<file path="src/rtl/load_wb_ctrl_if.sv">
// Handshake bundle between MEM/WB pipeline, load sequencer and data memory.
// master = pipeline/memory side, slave = load_wb_ctrl.
`ifndef RegBus
`define RegBus 31:0
`endif

interface load_wb_ctrl_if;
    logic          ld_valid;
    logic [`RegBus] ld_addr;
    logic          flush;
    logic          dm_req;
    logic [`RegBus] dm_addr;
    logic          dm_ack;
    logic [`RegBus] dm_rdata;
    logic          stall;
    logic          lwsrc_sel;
    logic [`RegBus] ld_data;
    logic          ld_err;

    modport slave (
        input  ld_valid, ld_addr, flush, dm_ack, dm_rdata,
        output dm_req, dm_addr, stall, lwsrc_sel, ld_data, ld_err
    );

    modport master (
        output ld_valid, ld_addr, flush, dm_ack, dm_rdata,
        input  dm_req, dm_addr, stall, lwsrc_sel, ld_data, ld_err
    );
endinterface

</file>
<file path="src/rtl/load_wb_ctrl.sv">
// Multi-cycle load sequencer at the MEM/WB boundary: IDLE -> REQ -> RESP.
// Optional REQ timeout with ld_err pulse enabled by LOAD_WB_CTRL_TIMEOUT_EN.
`ifndef RegBus
`define RegBus 31:0
`endif

module load_wb_ctrl #(
    parameter int TIMEOUT = 15,
    parameter int CNT_W   = 4
) (
    input  logic         clk,
    input  logic         rst,
    load_wb_ctrl_if.slave bus
);
    localparam logic [1:0] IDLE = 2'd0;
    localparam logic [1:0] REQ  = 2'd1;
    localparam logic [1:0] RESP = 2'd2;

    if (TIMEOUT >= (1 << CNT_W)) begin : g_cfg_bad
        $error("load_wb_ctrl: TIMEOUT must be below 2**CNT_W");
    end

    logic [1:0]     state;
    logic           dm_req_q;
    logic [`RegBus] dm_addr_q;
    logic [`RegBus] ld_data_q;
    logic           lwsrc_q;
    logic           ld_err_q;

`ifdef LOAD_WB_CTRL_TIMEOUT_EN
    logic [CNT_W-1:0] cnt;
`endif

    always_ff @(posedge clk or negedge rst) begin
        if (!rst) begin
            state     <= IDLE;
            dm_req_q  <= 1'b0;
            dm_addr_q <= '0;
            ld_data_q <= '0;
            lwsrc_q   <= 1'b0;
            ld_err_q  <= 1'b0;
`ifdef LOAD_WB_CTRL_TIMEOUT_EN
            cnt       <= '0;
`endif
        end else begin
            lwsrc_q  <= 1'b0;
            ld_err_q <= 1'b0;
            case (state)
                IDLE: begin
                    if (bus.ld_valid && !bus.flush) begin
                        dm_addr_q <= bus.ld_addr;
                        dm_req_q  <= 1'b1;
                        state     <= REQ;
`ifdef LOAD_WB_CTRL_TIMEOUT_EN
                        cnt       <= '0;
`endif
                    end
                end
                REQ: begin
                    // flush outranks a same-cycle ack so a squashed load never writes back
                    if (bus.flush) begin
                        dm_req_q <= 1'b0;
                        state    <= IDLE;
                    end else if (bus.dm_ack) begin
                        ld_data_q <= bus.dm_rdata;
                        dm_req_q  <= 1'b0;
                        state     <= RESP;
                    end
`ifdef LOAD_WB_CTRL_TIMEOUT_EN
                    else if (cnt == CNT_W'(TIMEOUT - 1)) begin
                        ld_err_q <= 1'b1;
                        dm_req_q <= 1'b0;
                        state    <= IDLE;
                    end else begin
                        cnt <= cnt + 1'b1;
                    end
`endif
                end
                RESP: begin
                    state <= IDLE;
                    if (!bus.flush) lwsrc_q <= 1'b1;
                end
                default: begin
                    state    <= IDLE;
                    dm_req_q <= 1'b0;
                end
            endcase
        end
    end

    always_comb begin
        bus.stall = 1'b0;
        case (state)
            IDLE:    bus.stall = bus.ld_valid;
            REQ:     bus.stall = 1'b1;
            default: bus.stall = 1'b0;
        endcase
    end

    assign bus.dm_req    = dm_req_q;
    assign bus.dm_addr   = dm_addr_q;
    assign bus.ld_data   = ld_data_q;
    assign bus.lwsrc_sel = lwsrc_q;
`ifdef LOAD_WB_CTRL_TIMEOUT_EN
    assign bus.ld_err    = ld_err_q;
`else
    assign bus.ld_err    = 1'b0;
`endif

endmodule

</file>
<file path="src/flat_wrapper.sv">
// flat-port wrapper written by rule: the top's interface ports become plain ports
module load_wb_ctrl_flat 
#(
    parameter int TIMEOUT = 15,
    parameter int CNT_W   = 4
)
  (clk, rst, bus_ld_valid, bus_ld_addr, bus_flush, bus_dm_ack, bus_dm_rdata, bus_dm_req, bus_dm_addr, bus_stall, bus_lwsrc_sel, bus_ld_data, bus_ld_err);
  load_wb_ctrl_if bus_i ();
  input  logic clk;
  input  logic rst;
  input wire logic [$bits(bus_i.ld_valid)-1:0] bus_ld_valid;
  input wire logic [$bits(bus_i.ld_addr)-1:0] bus_ld_addr;
  input wire logic [$bits(bus_i.flush)-1:0] bus_flush;
  input wire logic [$bits(bus_i.dm_ack)-1:0] bus_dm_ack;
  input wire logic [$bits(bus_i.dm_rdata)-1:0] bus_dm_rdata;
  output wire logic [$bits(bus_i.dm_req)-1:0] bus_dm_req;
  output wire logic [$bits(bus_i.dm_addr)-1:0] bus_dm_addr;
  output wire logic [$bits(bus_i.stall)-1:0] bus_stall;
  output wire logic [$bits(bus_i.lwsrc_sel)-1:0] bus_lwsrc_sel;
  output wire logic [$bits(bus_i.ld_data)-1:0] bus_ld_data;
  output wire logic [$bits(bus_i.ld_err)-1:0] bus_ld_err;
  assign bus_i.ld_valid = bus_ld_valid;
  assign bus_i.ld_addr = bus_ld_addr;
  assign bus_i.flush = bus_flush;
  assign bus_i.dm_ack = bus_dm_ack;
  assign bus_i.dm_rdata = bus_dm_rdata;
  assign bus_dm_req = bus_i.dm_req;
  assign bus_dm_addr = bus_i.dm_addr;
  assign bus_stall = bus_i.stall;
  assign bus_lwsrc_sel = bus_i.lwsrc_sel;
  assign bus_ld_data = bus_i.ld_data;
  assign bus_ld_err = bus_i.ld_err;
  load_wb_ctrl #(.TIMEOUT(TIMEOUT), .CNT_W(CNT_W)) u_core (.clk(clk), .rst(rst), .bus(bus_i));
endmodule
</file>
<file path="config.mk">
export PLATFORM = sky130hd
export DESIGN_NAME = load_wb_ctrl_flat
export DESIGN_NICKNAME = d
export VERILOG_FILES = /design/src/rtl/load_wb_ctrl_if.sv /design/src/rtl/load_wb_ctrl.sv /design/src/flat_wrapper.sv
export SDC_FILE = /design/constraint.sdc
export NUM_CORES = 1
export LEC_CHECK = 0
export ABC_CLOCK_PERIOD_IN_PS = 2000
export BUFFER_PORTS_ARGS = -buffer_cell sky130_fd_sc_hd__buf_4
export CORE_AREA = 4 4 83 85
export CTS_CLUSTER_SIZE = 28
export DETAILED_ROUTE_END_ITERATION = 12
export DIE_AREA = 0 0 87 89
export PLACE_DENSITY_LB_ADDON = 0.05
export SETUP_SLACK_MARGIN = 0.4
export SLEW_MARGIN = 5
export SYNTH_ARGS = -nofsm -noshare
export SYNTH_HDL_FRONTEND = slang
export SYNTH_SLANG_ARGS = --single-unit
export TNS_END_PERCENT = 50
</file>
<file path="constraint.sdc">
create_clock -name clk -period 2 [get_ports clk]
set_clock_uncertainty 0.2 [all_clocks]
set_input_delay 0.2 -clock clk [delete_from_list [all_inputs] [get_ports clk]]
set_output_delay 0.2 -clock clk [all_outputs]
set_load 0.02 [all_outputs]
</file>
==> flow_summary.toml, run 1 <==
[placed_design]
place_area_sq_um = 3790
gp_congestion = 0.667
io_buffers = 135
dp.cells = 360
pre_cts_ws_ns = 0.279
hpwl_mm = 4.25

[power]
cellPowerDensity_nw_per_um2 = 962
seq_power_share = 0.393
p_switching_mw = 1.49
p_total_mw = 4.82
peakVddDrop_uv = 673
leakagePower_nw = 2.47
p_clk_frac = 0.229
p_comb_frac = 0.377
p_sw_frac = 0.309
internal_power_mw = 3.33

[global_routing]
grt_pass1_vias = 2297
met1_usage = 0.234
top_usage_layer = "met2"
gr-total-overflow = 0
grt_max_degree = 36
met3_usage = 0.0590
grt_pass1_wl_mm = 11.5
use_met2 = 0.347
grt_antenna_before_repair = 0
grt_usage = 0.200

[finish]
stdcell_area_sq_um = 5010
antenna_cells = 0
final_common_cell = "buf_4"
drive_above_1_share = 0.618
area_growth_pct = 83.8
fin_util = 0.807
layout_common_cells = "140 x buf_4, 68 x dlygate4sd3_1, 68 x dfrtp_1"
fillerInstances = 346
nets = 445
finalNonFillerCells = 457

[sta]
setup_viol = 0
finalHoldViolations = 0
max_freq_mhz = 581
rsz0062_at_grt = "yes"
timing.hold.ws_ns = 0.116
maxSlewViolCount = 0
min_period_ns = 1.72
fin_crit_sh = 0.861
finalWorstSetupSlack_ns = 0.279
final.setup.tns_ns = 0

[logic_synthesis]
netlist_area_sq_um = 2730
synth_cell_types = 19
synth_area_per_cell_sq_um = 17.8
synth-seq-cells = 68
synth_warnings = 0
yosysSeqAreaShare = 0.624
syn-num-nets = 222
synth_cells = 153

[die]
rows = 29
start_util = 0.439
dieArea_sq_um = 7740
pin_count = 137
die_w_um = 87
core_region_area_sq_um = 6200
fp.dieH_um = 89

[critical_path]
path_max_fanout = 8
arrival_ns = 1.74
path_class = "reg2reg"
crit_path_max_incr_delay_ns = 0.40
cp.depth = 5
critPathSlowestCell = "dfrtp_1"
cp-start-kind = "flop"
critPathBufInv = 2
required_ns = 2.02
cp_cell_sequence = "nand2b_4, nor3_4, buf_6, clkbuf_16, mux2_4"
path_delay_family = "flip-flops"
worstSetupEndpointType = "flop"
r2r_cells = 5

[clocking]
cts.clk_slew.worst_paths_ns = 0.07
clk_latency_ns = 0.33
h-tree-depth = 3
cts_tree = "yes"
cts.sinks = 68
cts_root_buffer = "clkbuf_8"
cts_buffer_depth = 2
cts_made_buffers = 9

[min_path]
holdPathStages = 4
hold_path.class = "in2reg"

[drt]
drt-vias-per-instance = 4.63
drt_iter0_markers = 65
firstDrtPassIters = 4
detail-route-antenna-nets = 0
wl_mm = 8.03
vias = 2117
drt_drc_violations_left = 0
wl_per_cell_um = 17.6

[run_status]
status = "complete, no violations"

[job]
cap_violations = 0
-- path summary, 6_finish.rpt --
| kind | start | to | slack [ns] |
|---|---|---|---|
| max | u_core.state[0] | u_core.bus.dm_addr[6] | 0.28 |
| min | bus_ld_valid | u_core.bus.dm_req | 0.12 |
| max reg2reg | u_core.state[0] | u_core.bus.dm_addr[6] | 0.28 |
| min reg2reg | u_core.bus.dm_addr[25] | u_core.bus.dm_addr[25] | 0.31 |
| max in group asynchronous | rst | u_core.bus.dm_addr[23] | 0.92 |
| min in group asynchronous | rst | u_core.bus.dm_addr[10] | 0.15 |
-- power by group through the flow --
| stage | registers, mW | logic, mW | clock network (mW) |
|---|---|---|---|
| floorplan | 2.29 | 0.433 | 0 |
| global placement | 1.90 | 1.54 | 0 |
| detailed placement | 1.89 | 1.57 | 0 |
| CTS | 1.88 | 1.71 | 1.12 |
| global route | 1.94 | 1.91 | 1.19 |
| finish | 1.90 | 1.82 | 1.10 |
-- cell families after synthesis --
logic type | share of synthesized area
compound gates | 0.00781
buf+inv | 0.0386
flops | 0.624
mux | 0.304
other cells | 0.00138
simple gates | 0.0234
-- layer usage --
layer  vias up  routed length [um]  part of all wire
li1        976                   -                 -
met1      1038                3070              0.38
met2        91                4180              0.52
met3        12                 661             0.082
met4         0                 119             0.015
met5         -                   0                 0
-- cells in the mapped netlist (all sizes together) --
master / count / area share
nor3b: 1 / 0.0028
o21ai: 1 / 0.0018
and3: 1 / 0.0023
nor2: 3 / 0.0051
dfrtp: 68 / 0.62
o2bb2ai: 1 / 0.0032
inv: 1 / 0.0014
a21boi: 1 / 0.0028
nor3: 1 / 0.0060
buf: 8 / 0.037
mux2: 64 / 0.30
conb: 1 / 0.0014
nand2b: 2 / 0.0073
-- worst register-to-register path, stage by stage, from the launching register on --
cell and delay (ns):
dfrtp_1 0.40, nand2b_4 0.17, nor3_4 0.21, buf_6 0.15
clkbuf_16 0.17, mux2_4 0.31
-- flip-flops by register name, indices dropped and copies added, names as in the netlist --
register / count
u_core.bus.dm_addr: 32
u_core.bus.ld_data: 32
u_core.bus.lwsrc_sel: 1
u_core.state: 2
u_core.bus.dm_req: 1
-- layout make-up --
class,instances,area (sq um),area share
inverters,1,3.75,0.000749
flip-flops and latches,68,1700,0.340
clock buffers,10,138,0.0275
repair buffers,220,1970,0.393
clock inverters,5,52.6,0.0105
well taps,77,96.3,0.0192
multi-input cells,76,1050,0.209
-- timing repair --
action                                 CTS  global route
cloned                                   3             2
hold buffers                            69             0
gates resized for setup                  4            38
pin swaps                                2             1
endpoints found under the hold margin  129             0
setup endpoints to repair               64            67
buffers inserted                         8             0
No activity file was read; power rests on OpenSTA's default activity.
==> run 2: changes to the inputs <==
--- a/config.mk
+++ b/config.mk
@@ -11,7 +11,7 @@
 export CTS_CLUSTER_SIZE = 28
 export DETAILED_ROUTE_END_ITERATION = 12
 export DIE_AREA = 0 0 87 89
-export PLACE_DENSITY_LB_ADDON = 0.05
+export PLACE_DENSITY_LB_ADDON = 0.15
 export SETUP_SLACK_MARGIN = 0.4
 export SLEW_MARGIN = 5
 export SYNTH_ARGS = -nofsm -noshare
==> run 2 against run 1 <==
Net effect:
- global-route usage decreased by 1.1 points
- routed wire length decreased by 3.0%
- fmax decreased by 1.4%
- die area unchanged
- hold slack got worse by 0.059 ns
- largest power group unchanged
==> flow_summary.toml, run 2 (synthesis gave the netlist of run 1 again) <==
[finish]
fillerInstances = 366
nets = 440
final_common_cell = "buf_4"
antenna_cells = 0
fin_util = 0.789
finalNonFillerCells = 453
ff_latch_area_sq_um = 1700
layout_common_cells = "137 x buf_4, 69 x dlygate4sd3_1, 68 x dfrtp_1"
multiInputGateArea_sq_um = 1010
drive_above_1_share = 0.604
area_growth_pct = 79.7
stdcell_area_sq_um = 4900

[critical_path]
cp-start-kind = "flop"
path_max_fanout = 8
required_ns = 2.01
arrival_ns = 1.76
worstSetupEndpointType = "flop"
path_class = "reg2reg"

[sta]
fin_crit_sh = 0.873
finalWorstSetupSlack_ns = 0.254
setup_viol = 0
final.setup.tns_ns = 0
max_freq_mhz = 573
maxSlewViolCount = 0
finalHoldViolations = 0
timing.hold.ws_ns = 0.0573
min_period_ns = 1.75
rsz0062_at_grt = "yes"

[drt]
drt_iter0_markers = 32
firstDrtPassIters = 4
detail-route-antenna-nets = 0
vias = 2097
drt_drc_violations_left = 0
wl_met1_mm = 2.99
highest_layer = "met4"
wl_met3_um = 457
drt-vias-per-instance = 4.63
wl_per_cell_um = 17.2
wl_met2_mm = 4.20
wl_mm = 7.79

[die]
dieArea_sq_um = 7740
start_util = 0.439
core_region_area_sq_um = 6200
pin_count = 137
fp.dieH_um = 89
die_w_um = 87
rows = 29

[clocking]
h-tree-depth = 3
cts_made_buffers = 9
cts.clk_slew.worst_paths_ns = 0.07
clk_latency_ns = 0.33
cts_tree = "yes"
cts_root_buffer = "clkbuf_8"
cts.sinks = 68
cts_buffer_depth = 2

[global_routing]
gr-total-overflow = 0
grt_pass1_wl_mm = 11.1
grt_pass1_vias = 2210
grt_usage = 0.189
grt_max_degree = 37
grt_antenna_before_repair = 0

[placed_design]
hpwl_mm = 4.29
place_area_sq_um = 3810
gp_congestion = 0.796
pre_cts_ws_ns = 0.337
io_buffers = 135
dp.cells = 361

[power]
cellPowerDensity_nw_per_um2 = 963
leakagePower_nw = 2.39
p_clk_frac = 0.219
p_sw_frac = 0.309
peakVddDrop_uv = 584
p_switching_mw = 1.46
p_comb_frac = 0.378
internal_power_mw = 3.26
seq_power_share = 0.403
p_total_mw = 4.71

[job]
cap_violations = 0

[min_path]
hold_path.class = "in2reg"

[run_status]
status = "complete, no violations"
[run 2: cell count changes in the layout (fill, tap and decap cells not counted), sizes merged]
cell          change
clkinvlp          -1
clkinv            -2
bufinv            -1
clkbuf            +5
buf               -5
dlygate4sd3       +1
dlymetal6s4s      -1
[run 2: timing repair]
item,CTS,global route
gates resized for setup,2,25
hold buffers,69,0
setup buffers,1,2
endpoints found under the setup margin,64,44
cloned,1,3
hold endpoints to repair,135,0
pin swaps,1,1
[run 2: worst max-delay path, stage by stage (launching register included)]
cell,delay (ns)
dfrtp_1,0.43
nand2b_4,0.18
nor3_4,0.16
buf_6,0.16
buf_6,0.15
mux2_2,0.34
[run 2: final timing paths]
kind / start / to / slack [ns] / cells past startpoint
max reg2reg: u_core.state[0] / u_core.bus.dm_addr[22] / 0.25 / 5
min reg2reg: u_core.bus.dm_addr[23] / u_core.bus.dm_addr[23] / 0.31 / 1
min in group asynchronous: rst / u_core.bus.dm_addr[8] / 0.16 / 2
max in group asynchronous: rst / u_core.bus.dm_addr[30] / 0.91 / 3
max: u_core.state[0] / u_core.bus.dm_addr[22] / 0.25 / 5
min: bus_ld_valid / u_core.bus.dm_req / 0.06 / 4
[run 2: cell type report]
class,count,share of cell area
timing repair buffer,215,0.388
sequential,68,0.348
multi-input combinational,76,0.207
clock buffer,15,0.0360
tap,77,0.0197
clock inverter,1,0.00102
inverter,1,0.000767
[run 2: power by group through the flow]
stage               Clock (mW)  Sequential [mW]  Combinational [mW]
global route              1.12             1.94                1.87
CTS                       1.06             1.88                1.68
finish                    1.03             1.90                1.78
floorplan                    0             2.29               0.433
detailed placement           0             1.90                1.57
global placement             0             1.89                1.55
[run 2: layer usage]
layer	up-vias	track usage
met5	-	0
li1	964	-
met4	0	0.0864
met3	13	0.0470
met2	78	0.335
met1	1042	0.216
